**config.mk**
```make
export PLATFORM = sky130hd
export DESIGN_NAME = fetch_unit
export DESIGN_NICKNAME = d
export VERILOG_FILES = /design/src/rtl/bitty_pkg.sv /design/src/rtl/fetch_queue.sv /design/src/rtl/fetch_unit.sv
export SDC_FILE = /design/constraint.sdc
export NUM_CORES = 1
export LEC_CHECK = 0
export ABC_CLOCK_PERIOD_IN_PS = 2850
export CORE_UTILIZATION = 35
export CTS_CLUSTER_DIAMETER = 80
export CTS_CLUSTER_SIZE = 8
export DETAILED_ROUTE_END_ITERATION = 8
export PLACE_DENSITY = 0.69
export SYNTH_ARGS = -nofsm -noshare
export SYNTH_HDL_FRONTEND = slang
export SYNTH_SLANG_ARGS = --single-unit
```
**constraint.sdc**
```tcl
create_clock -name clk -period 2.85 [get_ports clk]
set_input_delay 0.7125 -clock clk [delete_from_list [all_inputs] [get_ports clk]]
set_output_delay 0.7125 -clock clk [all_outputs]
set_load 0.1 [all_outputs]
```
**src/rtl/bitty_pkg.sv**
```systemverilog
// ---------------------------------------------------------------------------
// bitty_pkg
// Shared definitions for the bitty instruction fetch path.
//   DEF_AW        default instruction address width
//   DEF_IW        default instruction width
//   DEF_RESET_PC  default first fetch address after reset
//   addr_t/inst_t address and instruction types at the default widths
//   fetch_state_e state of the single-outstanding memory request tracker
// ---------------------------------------------------------------------------
package bitty_pkg;

   localparam int          DEF_AW       = 8;
   localparam int          DEF_IW       = 16;
   localparam int unsigned DEF_RESET_PC = 0;

   typedef logic [DEF_AW-1:0] addr_t;
   typedef logic [DEF_IW-1:0] inst_t;

   // FETCH_DROP means a request is still in flight but its data belongs to a
   // path that was abandoned by a jump, so it must be swallowed on arrival.
   typedef enum logic [1:0] {
      FETCH_IDLE = 2'd0,
      FETCH_WAIT = 2'd1,
      FETCH_DROP = 2'd2
   } fetch_state_e;

endpackage

```
**src/rtl/fetch_queue.sv**
```systemverilog
// ---------------------------------------------------------------------------
// fetch_queue
// Two-entry in-order queue of {instruction, address} pairs. The head entry is
// held in flops and drives the control unit directly.
//   clk, reset          clock, synchronous active-high reset
//   flush               drop every entry (takes priority over push/pop)
//   push, push_inst,
//   push_addr           append an entry at the tail
//   pop                 remove the head entry
//   count               number of valid entries (0..2)
//   head_inst/head_addr contents of the head entry
// ---------------------------------------------------------------------------
module fetch_queue
   import bitty_pkg::*;
#(
   parameter int          AW       = DEF_AW,
   parameter int          IW       = DEF_IW,
   parameter int unsigned RESET_PC = DEF_RESET_PC
) (
   input  logic          clk,
   input  logic          reset,
   input  logic          flush,
   input  logic          push,
   input  logic [IW-1:0] push_inst,
   input  logic [AW-1:0] push_addr,
   input  logic          pop,
   output logic [1:0]    count,
   output logic [IW-1:0] head_inst,
   output logic [AW-1:0] head_addr
);

   logic [1:0]    count_q, count_d;
   logic [IW-1:0] inst0_q, inst0_d, inst1_q, inst1_d;
   logic [AW-1:0] addr0_q, addr0_d, addr1_q, addr1_d;
   logic          push_ok, pop_ok;

   // Slot 0 is always the head. A pop shifts slot 1 down; a push lands in the
   // first free slot after any pop on the same edge, so order is preserved and
   // a simultaneous push/pop on a one-entry queue puts the new entry straight
   // on the head. Data is not cleared on flush; count alone decides validity.
   always_comb begin
      count_d = count_q;
      inst0_d = inst0_q;
      inst1_d = inst1_q;
      addr0_d = addr0_q;
      addr1_d = addr1_q;
      pop_ok  = pop && (count_q != 2'd0);
      push_ok = push && ((count_q != 2'd2) || pop_ok);
      if (flush) begin
         count_d = 2'd0;
      end else begin
         case ({push_ok, pop_ok})
            2'b10: begin
               if (count_q == 2'd0) begin
                  inst0_d = push_inst;
                  addr0_d = push_addr;
               end else begin
                  inst1_d = push_inst;
                  addr1_d = push_addr;
               end
               count_d = count_q + 2'd1;
            end
            2'b01: begin
               inst0_d = inst1_q;
               addr0_d = addr1_q;
               count_d = count_q - 2'd1;
            end
            2'b11: begin
               if (count_q == 2'd1) begin
                  inst0_d = push_inst;
                  addr0_d = push_addr;
               end else begin
                  inst0_d = inst1_q;
                  addr0_d = addr1_q;
                  inst1_d = push_inst;
                  addr1_d = push_addr;
               end
            end
            default: begin
               count_d = count_q;
            end
         endcase
      end
   end

   // Queue storage; reset leaves the head showing a zero instruction at the
   // reset address so pc is meaningful even before the first fetch.
   always_ff @(posedge clk) begin
      if (reset) begin
         count_q <= 2'd0;
         inst0_q <= '0;
         inst1_q <= '0;
         addr0_q <= AW'(RESET_PC);
         addr1_q <= AW'(RESET_PC);
      end else begin
         count_q <= count_d;
         inst0_q <= inst0_d;
         inst1_q <= inst1_d;
         addr0_q <= addr0_d;
         addr1_q <= addr1_d;
      end
   end

   assign count     = count_q;
   assign head_inst = inst0_q;
   assign head_addr = addr0_q;

endmodule

```
**src/rtl/fetch_unit.sv**
```systemverilog
// ---------------------------------------------------------------------------
// fetch_unit
// Instruction fetch front end: issues one memory read at a time, buffers up to
// two returned instructions and presents the oldest to the control unit.
//   clk, reset           clock, synchronous active-high reset
//   mem_req, mem_addr    read request strobe and address (combinational)
//   mem_valid, mem_rdata read response for the outstanding request
//   done                 control unit retired the instruction on inst
//   jump_en, jump_addr   redirect fetch; flushes buffered instructions
//   inst, inst_valid, pc instruction, its validity and its address
// ---------------------------------------------------------------------------
module fetch_unit
   import bitty_pkg::*;
#(
   parameter int          AW       = DEF_AW,
   parameter int          IW       = DEF_IW,
   parameter int unsigned RESET_PC = DEF_RESET_PC
) (
   input  logic          clk,
   input  logic          reset,
   output logic          mem_req,
   output logic [AW-1:0] mem_addr,
   input  logic          mem_valid,
   input  logic [IW-1:0] mem_rdata,
   input  logic          done,
   input  logic          jump_en,
   input  logic [AW-1:0] jump_addr,
   output logic [IW-1:0] inst,
   output logic          inst_valid,
   output logic [AW-1:0] pc
);

   fetch_state_e  state_q, state_d;
   logic [AW-1:0] fpc_q, fpc_d;
   logic [AW-1:0] req_addr_q, req_addr_d;
   logic [1:0]    q_count;
   logic          q_push, q_pop, q_flush;

   // Request tracking and fetch pointer. A request only goes out when nothing
   // is in flight and the queue has room for its answer, so the queue can
   // never overflow. A jump wins over everything: it flushes, retargets the
   // fetch pointer and, if the in-flight answer has not arrived yet, marks it
   // for dropping. The address of each request is kept so the returned
   // instruction can be tagged with its own pc.
   always_comb begin
      state_d    = state_q;
      fpc_d      = fpc_q;
      req_addr_d = req_addr_q;
      q_push     = 1'b0;
      q_pop      = 1'b0;
      q_flush    = 1'b0;
      mem_req    = (state_q == FETCH_IDLE) && (q_count != 2'd2) && !jump_en && !reset;
      if (jump_en) begin
         q_flush = 1'b1;
         fpc_d   = jump_addr;
         if (state_q != FETCH_IDLE) begin
            state_d = mem_valid ? FETCH_IDLE : FETCH_DROP;
         end
      end else begin
         q_pop = done && inst_valid;
         case (state_q)
            FETCH_IDLE: begin
               if (mem_req) begin
                  state_d    = FETCH_WAIT;
                  req_addr_d = fpc_q;
                  fpc_d      = fpc_q + AW'(1);
               end
            end
            FETCH_WAIT: begin
               if (mem_valid) begin
                  q_push  = 1'b1;
                  state_d = FETCH_IDLE;
               end
            end
            FETCH_DROP: begin
               if (mem_valid) begin
                  state_d = FETCH_IDLE;
               end
            end
            default: begin
               state_d = FETCH_IDLE;
            end
         endcase
      end
   end

   // State register. Reset abandons any in-flight request outright; since
   // the tracker returns to idle, a late answer for it is simply ignored.
   always_ff @(posedge clk) begin
      if (reset) begin
         state_q    <= FETCH_IDLE;
         fpc_q      <= AW'(RESET_PC);
         req_addr_q <= AW'(RESET_PC);
      end else begin
         state_q    <= state_d;
         fpc_q      <= fpc_d;
         req_addr_q <= req_addr_d;
      end
   end

   fetch_queue #(
      .AW       (AW),
      .IW       (IW),
      .RESET_PC (RESET_PC)
   ) u_queue (
      .clk       (clk),
      .reset     (reset),
      .flush     (q_flush),
      .push      (q_push),
      .push_inst (mem_rdata),
      .push_addr (req_addr_q),
      .pop       (q_pop),
      .count     (q_count),
      .head_inst (inst),
      .head_addr (pc)
   );

   assign mem_addr   = fpc_q;
   assign inst_valid = (q_count != 2'd0);

endmodule

```
# Yosys cells after proc, flatten, opt, wreduce, memory -nomap -nowiden
# Index checks and enable logic that the tools add are counted.
# totals
inputBits	29
regBits	68
wordCells	78
out_inout_bits	34
# classes
bitwise	2
n_mux	27
n_eq_ne	13
reduce_logical	25
n_addsub	3
# ops
cell	n
$mux W16	4
$mux W8	7
$pmux W16 S3	1
$pmux W16 S2	1
$pmux W8 S3	1
$pmux W8 S2	1
$reduce_bool A2 Y1	6
$mux W2	5
$reduce_and A3 Y1	3
$add A8 B1 Y8 const B	1
$pmux W2 S2	2
$eq A2 B1 Y1 const B	3
$eq A2 B2 Y1 const B	3
$logic_and A1 B1 Y1	6
$ne A2 B2 Y1 const B	3
$mux W1	5
$logic_not A2 Y1	2
$ne A2 B1 Y1 const B	2
$reduce_and A4 Y1	1
$reduce_or A2 Y1	2
$ne A3 B1 Y1 const B	1
$ne A3 B3 Y1 const B	1
$reduce_bool A3 Y1	1
$add A2 B1 Y2 const B	1
5 further kinds	7

# Longest topological paths before layout
# Gate-level depths: netlist of the first run.
# depth
ltp_word	9
depth_mapped	8

# Modules after synthesis
# From an unflattened synthesis of the first run, not the netlist that was laid out.
# unflattened
hier_cells	357
area_unflattened_um2	3259.4
# modules_own_cells
module	cells_per_inst	seq_area_each_um2	area_per_inst_um2	instances
fetch_queue	236	1001.0	2258.4	1
fetch_unit	121	360.3	1001.0	1

# Worst setup path before layout of the first run
# Ideal clock, no wire load.
# synth_path
path_kind	input -> output
from	input port reset
to	output port mem_req
n_path_buf	2
required_ps	2138
t_arrival_ps	2437
setup_slack_ps	-299
stages	4
path_cell_list	clkbuf_1 > or4b_4 > inv_1 > clkbuf_1
# synth_via
elab_chain_len	2
# synth_lines
item	line	source
from (decl)	fetch_unit.sv:20	input logic reset,
$logic_not A1 Y1	fetch_unit.sv:52	mem_req = (state_q == FETCH_IDLE) && (q_count != 2'd2) && !jump_en && !reset;
$logic_and A1 B1 Y1	fetch_unit.sv:52	
to (decl)	fetch_unit.sv:21	output logic mem_req,
# Every way passes these cells.

# Worst setup path in the final report of the first run
# layout_path
from	input port jump_en
to	output port mem_req
# layout_via
elab_chain_len	3
# layout_lines
item	line	source
from (decl)	fetch_unit.sv:26	input logic jump_en,
$logic_not A1 Y1	fetch_unit.sv:52	
$logic_and A1 B1 Y1 (2 in series)	fetch_unit.sv:52	
# Every way passes these cells.

==> metrics.md, run 1 <==
| Metric | Value |
|---|---|
| Status | completed |
| Max-Cap Viols | 0 |
| Cells after DPL | 496 |
| Top routing layer in use | met4 |
| FP Rows | 32 |
| Async SR Flop Fraction | 0% |
| I/O pins | 63 |
| Place WS | 39.5 ps |
| Placeable Area | 7890 um^2 |
| Fin crit share | 95.5% |
| Cts repair resizes | 0 |
| Top delay family on crit path | buffers and inverters |
| Syn nets | 382 |
| DP Area | 3600 um^2 |
| I/O Buffers | 62 |
| Synth area leader | dfxtp_1 |
| Critical R2R Capture | mem_addr[3] |
| Clock transition at the registers of the reported paths | 70 ps |
| Routed len/inst | 12.9 um |
| RSZ-0062 raised after global routing | false |
| Synthesized area | 2920 um^2 |
| Bufs and invs on worst path | 3 |
| Post-synth cell types | 33 |
| Yosys warnings | 0 |
| CTS buffer count | 9 |
| Crit. End Element | output pin |
| Layout cells sized above 1 | 16.3% |
| Mapped Cells | 347 |
| CTS max path bufs | 2 |
| Vias in the first global route | 2429 |
| Slew margin rel. | 53.6% |
| Crit-path cells | clkdlybuf4s50_1 > or4b_4 > inv_2 > buf_12 |
| Largest cells by area after synthesis | dfxtp_1 47%, nand2_1 9.6%, mux2i_1 8.6% |
| Power Density | 609 nW/um^2 |
| Critical Path Source | jump_en |
| Met1 wire length | 3100 um |
| Setup_tns | 0 ps |
| Die width | 93.3 um |
| RD Place Congestion | 0.718 |
| Met2 Wirelength | 3070 um |
| Commonest cells after routing, fill and taps aside | 75 x nand2_1, 68 x dfxtp_1, 55 x nor2_1 |
| Number of synthesized flops with an enable pin | 0 |
| Setup ws final | 128 ps |
| Worst Reg-to-Reg Cells | 7 |
| Die ar. | 8710 um^2 |
| #FFs+latches synth | 68 |
| Minimum clock period after layout | 2720 ps |
| FILL cells | 744 |
| Main synth FF type | dfxtp_1 |
| Fin cells | 512 |
| Register area share after synthesis | 46.7% |
| Max Clock Freq | 0.367 GHz |
| Vias per cell | 4.95 |
| Critical R2R Launch | u_queue.count[0] |
| Global-route wire length before repair | 11200 um |
| Grt total ovfl | 0 |
| Max H-tree Level | 3 |
| Final hold vios | 0 |
| Maximum number of pins on one net before global-route repair | 69 |
| Crit path max fanout | 2 |
| Top cell type's share of synthesized area | 46.7% |
| Area delta synth->final | 31.0% |
| Synthesized area per cell | 8.41 um^2 |
| CTS tree | yes |
| DRC | 0 |
| Hold_buf cts | 0 |
| Initial antenna violation count | 0 |
| Clock root buffer | clkbuf_8 |
| Setup Skew | 10.6 ps |
| Slowest-stage cell, CP | or4b_4 |
| Vert. Die Dim | 93.3 um |
| Latest clock arrival within the worst-skew pair | 350 ps |
| CP Data Arrival Time | 2010 ps |
| ANT nets after route | 0 |
| Leak | 1.63 nW |
| Commonest non-fill, non-tap cell in the layout | nand2_1 |
| Final net count | 440 |
| Largest stage delay, worst path | 570 ps |
| Vias | 2535 |
| Initial Util | 37.0% |
| Worst path depth | 4 |
| Met3 WL | 367 um |
| Worst slew pin tran | 695 ps |
| # diodes | 0 |
| Drt total wl | 6610 um |
| Critical path class | in2out |
| Detail Placement HPWL | 4390 um |
| GRT Util Overall | 16.3% |
| Type of origin of the critical path | input pin |
| Worst Hold Class | reg2reg |
| Initial drt markers | 116 |
| Final setup fails | 0 |
| Design area | 3820 um^2 |
| CTS sink count | 68 |
| R2r setup slk | 510 ps |
| Worst hold path depth | 2 |
| VDD IR-drop max | 237 uV |
| First drt pass iteration count | 4 |
| CP required | 2140 ps |
| Postcts setup bufs | 0 |
| Fin. max-slew vios | 0 |
| Fin util | 48.5% |
| Setup crit end | mem_req |
power by group:
group	internal, mW	switching (mW)	leakage (nW)
Clock	0.497	0.379	0.110
Combinational	0.128	0.314	0.971
Sequential	0.983	0.0273	0.552
synthesized netlist by cell type, types with 4 or more instances:
master / number
nand2b_1: 4
nand2_1: 75
clkbuf_1: 19
mux2i_1: 25
inv_1: 10
a21oi_1: 17
dfxtp_1: 68
nor2_1: 55
a311oi_1: 25
nand3_1: 4
nor3_1: 4
buf_2: 5
ha_1: 6
worst min-delay path: stages, from the launching register on:
cell,delay [ps]
dfxtp_1,310
nand2_1,50
a311oi_1,70
kinds of logic after synthesis:
logic type      after synthesis  synth area share [%]
simple gates                151                  21.5
mux                          27                  9.48
buf+inv                      35                  4.72
flops                        68                  46.7
compound gates               54                  13.3
xor+xnor                      6                  1.80
fa+ha+maj                     6                  2.57
registers in the layout (all words and copies together) (netlist names):
| name | count |
|---|---|
| mem_addr | 8 |
| req_addr_q | 8 |
| state_q | 2 |
| u_queue.addr1_q | 8 |
| u_queue.count | 2 |
| u_queue.head_addr | 8 |
| u_queue.head_inst | 16 |
| u_queue.inst1_q | 16 |
routing by layer:
metal | track usage, % | vias to the layer above
met2 | 26.5 | 58
met5 | 0 | -
met4 | 5.64 | 0
met1 | 19.8 | 1171
li1 | - | 1299
met3 | 5.69 | 7
final cells by class:
| type | count | area (um^2) | area share, % |
|---|---|---|---|
| multi-input cells | 244 | 1430 | 37.4 |
| flip-flops and latches | 68 | 1360 | 35.6 |
| repair buffers | 72 | 643 | 16.8 |
| well taps | 102 | 128 | 3.34 |
| clock buffers | 9 | 124 | 3.24 |
| clock inverters | 7 | 98.8 | 2.59 |
| inverters | 10 | 37.5 | 0.982 |
how the worst min path moves through the flow:
| stage | start | endpoint |
|---|---|---|
| 6_report | u_queue.addr1_q[0] | u_queue.head_addr[0] |
| 5_1_grt | u_queue.inst1_q[1] | u_queue.head_inst[1] |
| 3_3_place_gp | u_queue.inst1_q[9] | u_queue.head_inst[9] |
| 4_1_cts | u_queue.inst1_q[2] | u_queue.head_inst[2] |
| 3_5_place_dp | req_addr_q[1] | req_addr_q[1] |
| 2_1_floorplan | req_addr_q[0] | req_addr_q[0] |
per-stage QoR:
| stage | power [mW] | hold WS (ps) |
|---|---|---|
| 6_report | 2.33 | 472 |
| 2_1_floorplan | 1.35 | 449 |
| 3_5_place_dp | 1.47 | 470 |
| 5_1_grt | 2.43 | 492 |
| 4_1_cts | 2.35 | 476 |
| 3_3_place_gp | 1.47 | 461 |
No activity file was read; power rests on OpenSTA's default activity.
==> run 2, diff against run 1 <==
==> constraint.sdc (replaced) <==
create_clock -name clk -period 2.85 [get_ports clk]
set_input_delay 0.285 -clock clk [delete_from_list [all_inputs] [get_ports clk]]
set_output_delay 0.285 -clock clk [all_outputs]
set_load 0.1 [all_outputs]
==> run 2 against run 1 <==
  * Register-to-register slack improved by 130 ps
  * Wire length fell by 0.64%
  * Clock-buffer cell count rose by 1
  * Clock skew barely moved
  * Largest power group unchanged
  * Critical endpoint unchanged
  * Non-clock buffer count fell by 4
  * Sequential cell count did not move
  * Utilization fell by 0.36 points
  * Final cell count fell by 0.78%
  * Die area did not move
  * Sequential power barely moved
  * Hold slack got worse by 110 ps
  * Sequential share of layout area rose by 0.27 points
  * Largest cell class unchanged
==> metrics.md, run 2 (synthesis gave the netlist of run 1 again) <==
| Metric | Value |
|---|---|
| Max Clock Freq | 0.397 GHz (was 0.367 GHz) |
| Top delay family on crit path | buffers and inverters (unchanged) |
| Cts repair resizes | 0 (unchanged) |
| Clock transition at the registers of the reported paths | 70 ps (about the same) |
| Placeable Area | 7890 um^2 (unchanged) |
| CP most frequent cell | inv_1 |
| CTS tree | yes (unchanged) |
| GRT Util Overall | 16.1% (was 16.3%) |
| Max-Cap Viols | 0 (unchanged) |
| Critical path class | reg2out (was in2out) |
| Power Density | 637 nW/um^2 (was 609 nW/um^2) |
| CP required | 2570 ps (was 2140 ps) |
| I/O Buffers | 62 (unchanged) |
| Crit-path cells | inv_1 > ha_1 > or4b_4 > inv_1 > buf_12 (was clkdlybuf4s50_1 > or4b_4 > inv_2 > buf_12) |
| Detail Placement HPWL | 4310 um (was 4390 um) |
| Final net count | 436 (was 440) |
| Drt total wl | 6560 um (was 6610 um) |
| Vias per cell | 4.97 (was 4.95) |
| CTS max path bufs | 2 (unchanged) |
| Vert. Die Dim | 93.3 um (unchanged) |
| Routed len/inst | 12.9 um (about the same) |
| FP Rows | 32 (unchanged) |
| Commonest non-fill, non-tap cell in the layout | nand2_1 (unchanged) |
| Vias in the first global route | 2356 (was 2429) |
| Initial antenna violation count | 0 (unchanged) |
| Commonest cells after routing, fill and taps aside | 75 x nand2_1, 68 x dfxtp_1, 55 x nor2_1 (unchanged) |
| Fin crit share | 88.3% (was 95.5%) |
| Initial Util | 37.0% (unchanged) |
| Slew margin rel. | 54.2% (was 53.6%) |
| Initial drt markers | 99 (was 116) |
| Fin cells | 508 (was 512) |
| Die ar. | 8710 um^2 (unchanged) |
| Worst slew pin tran | 686 ps (was 695 ps) |
| VDD IR-drop max | 275 uV (was 237 uV) |
| Fin. max-slew vios | 0 (unchanged) |
| Crit path max fanout | 12 (was 2) |
| Minimum clock period after layout | 2520 ps (was 2720 ps) |
| # diodes | 0 (unchanged) |
| Global-route wire length before repair | 11000 um (was 11200 um) |
| Clock root buffer | clkbuf_8 (unchanged) |
| Latest clock arrival within the worst-skew pair | 350 ps (about the same) |
| Worst Hold Class | in2reg (was reg2reg) |
| DRC | 0 (unchanged) |
| Vias | 2526 (was 2535) |
| Largest stage delay, worst path | 620 ps (was 570 ps) |
| Setup Skew | 10.3 ps (was 10.6 ps) |
| Leak | 1.62 nW (was 1.63 nW) |
| Final hold vios | 0 (unchanged) |
| Slowest-stage cell, CP | or4b_4 (unchanged) |
| Setup_tns | 0 ps (unchanged) |
| Crit. End Element | output pin (unchanged) |
| RD Place Congestion | 0.845 (was 0.718) |
| Die width | 93.3 um (unchanged) |
| Postcts setup bufs | 0 (unchanged) |
| RSZ-0062 raised after global routing | false (unchanged) |
| CTS buffer count | 9 (unchanged) |
| Hold_buf cts | 0 (unchanged) |
| I/O pins | 63 (unchanged) |
| Bufs and invs on worst path | 3 (unchanged) |
| Area delta synth->final | 30.0% (was 31.0%) |
| Maximum number of pins on one net before global-route repair | 69 (unchanged) |
| CTS sink count | 68 (unchanged) |
| Max H-tree Level | 3 (unchanged) |
| Status | completed (unchanged) |
| First drt pass iteration count | 4 (unchanged) |
| CP Data Arrival Time | 2230 ps (was 2010 ps) |
| Cells after DPL | 492 (was 496) |
| Layout cells sized above 1 | 15.3% (was 16.3%) |
| Type of origin of the critical path | flip-flop (was input pin) |
| ANT nets after route | 0 (unchanged) |
| Final setup fails | 0 (unchanged) |
| Grt total ovfl | 0 (unchanged) |
run 2: changes by cell type in the layout (fill, tap and decap cells not counted):
cell,before,now
clkinv_4,2,1
inv_2,1,0
inv_1,9,10
bufinv_16,2,3
buf_12,3,1
buf_4,41,39
inv_6,1,0
clkbuf_8,9,10
run 2: worst paths after layout:
| path | from | endpoint | cells after the start | slack, ps |
|---|---|---|---|---|
| hold reg to reg | u_queue.addr1_q[4] | u_queue.head_addr[4] | 2 | 470 |
| hold / removal | reset | mem_addr[7] | 3 | 360 |
| setup / recovery | u_queue.count[0] | mem_req | 5 | 330 |
| setup reg to reg | u_queue.count[0] | mem_addr[3] | 6 | 640 |
run 2: layout make-up:
class	instances	area, um^2
well taps	102	128
repair buffers	68	588
inverters	10	37.5
clock inverters	6	111
flip-flops and latches	68	1360
fillers	750	4090
clock buffers	10	138
multi-input cells	244	1430
run 2: through the flow:
stage	utilization [%]	hold slack [ps]	setup WS (ps)	power, mW	instance area (um^2)
finish	48.1	360	333	2.42	3790
global route	48.1	369	206	2.51	3790
CTS	48.1	342	318	2.44	3790
detailed placement	44.9	469	529	1.47	3540
global placement	44.9	461	586	1.46	3540
floorplan	-	429	216	1.34	2920
run 2: report_power, final:
part,internal (mW),total [mW],switching [mW]
Combinational,0.123,0.434,0.312
Clock,0.605,0.972,0.367
Sequential,0.983,1.01,0.0275
run 2: worst min-delay path: cells and delay by family:
kind | cells | cell delay, ps
and+or+nand+nor | 1 | 190
buffers and inverters | 1 | 90
AOI/OAI and AO/OA | 1 | 80
run 2: layer usage:
metal / wire, um / vias to the layer above / global-route usage (%)
met5: 0 / - / 0
li1: - / 1282 / -
met3: 447 / 10 / 4.31
met2: 2890 / 72 / 24.8
met1: 3110 / 1162 / 20.9
met4: 110 / 0 / 7.31
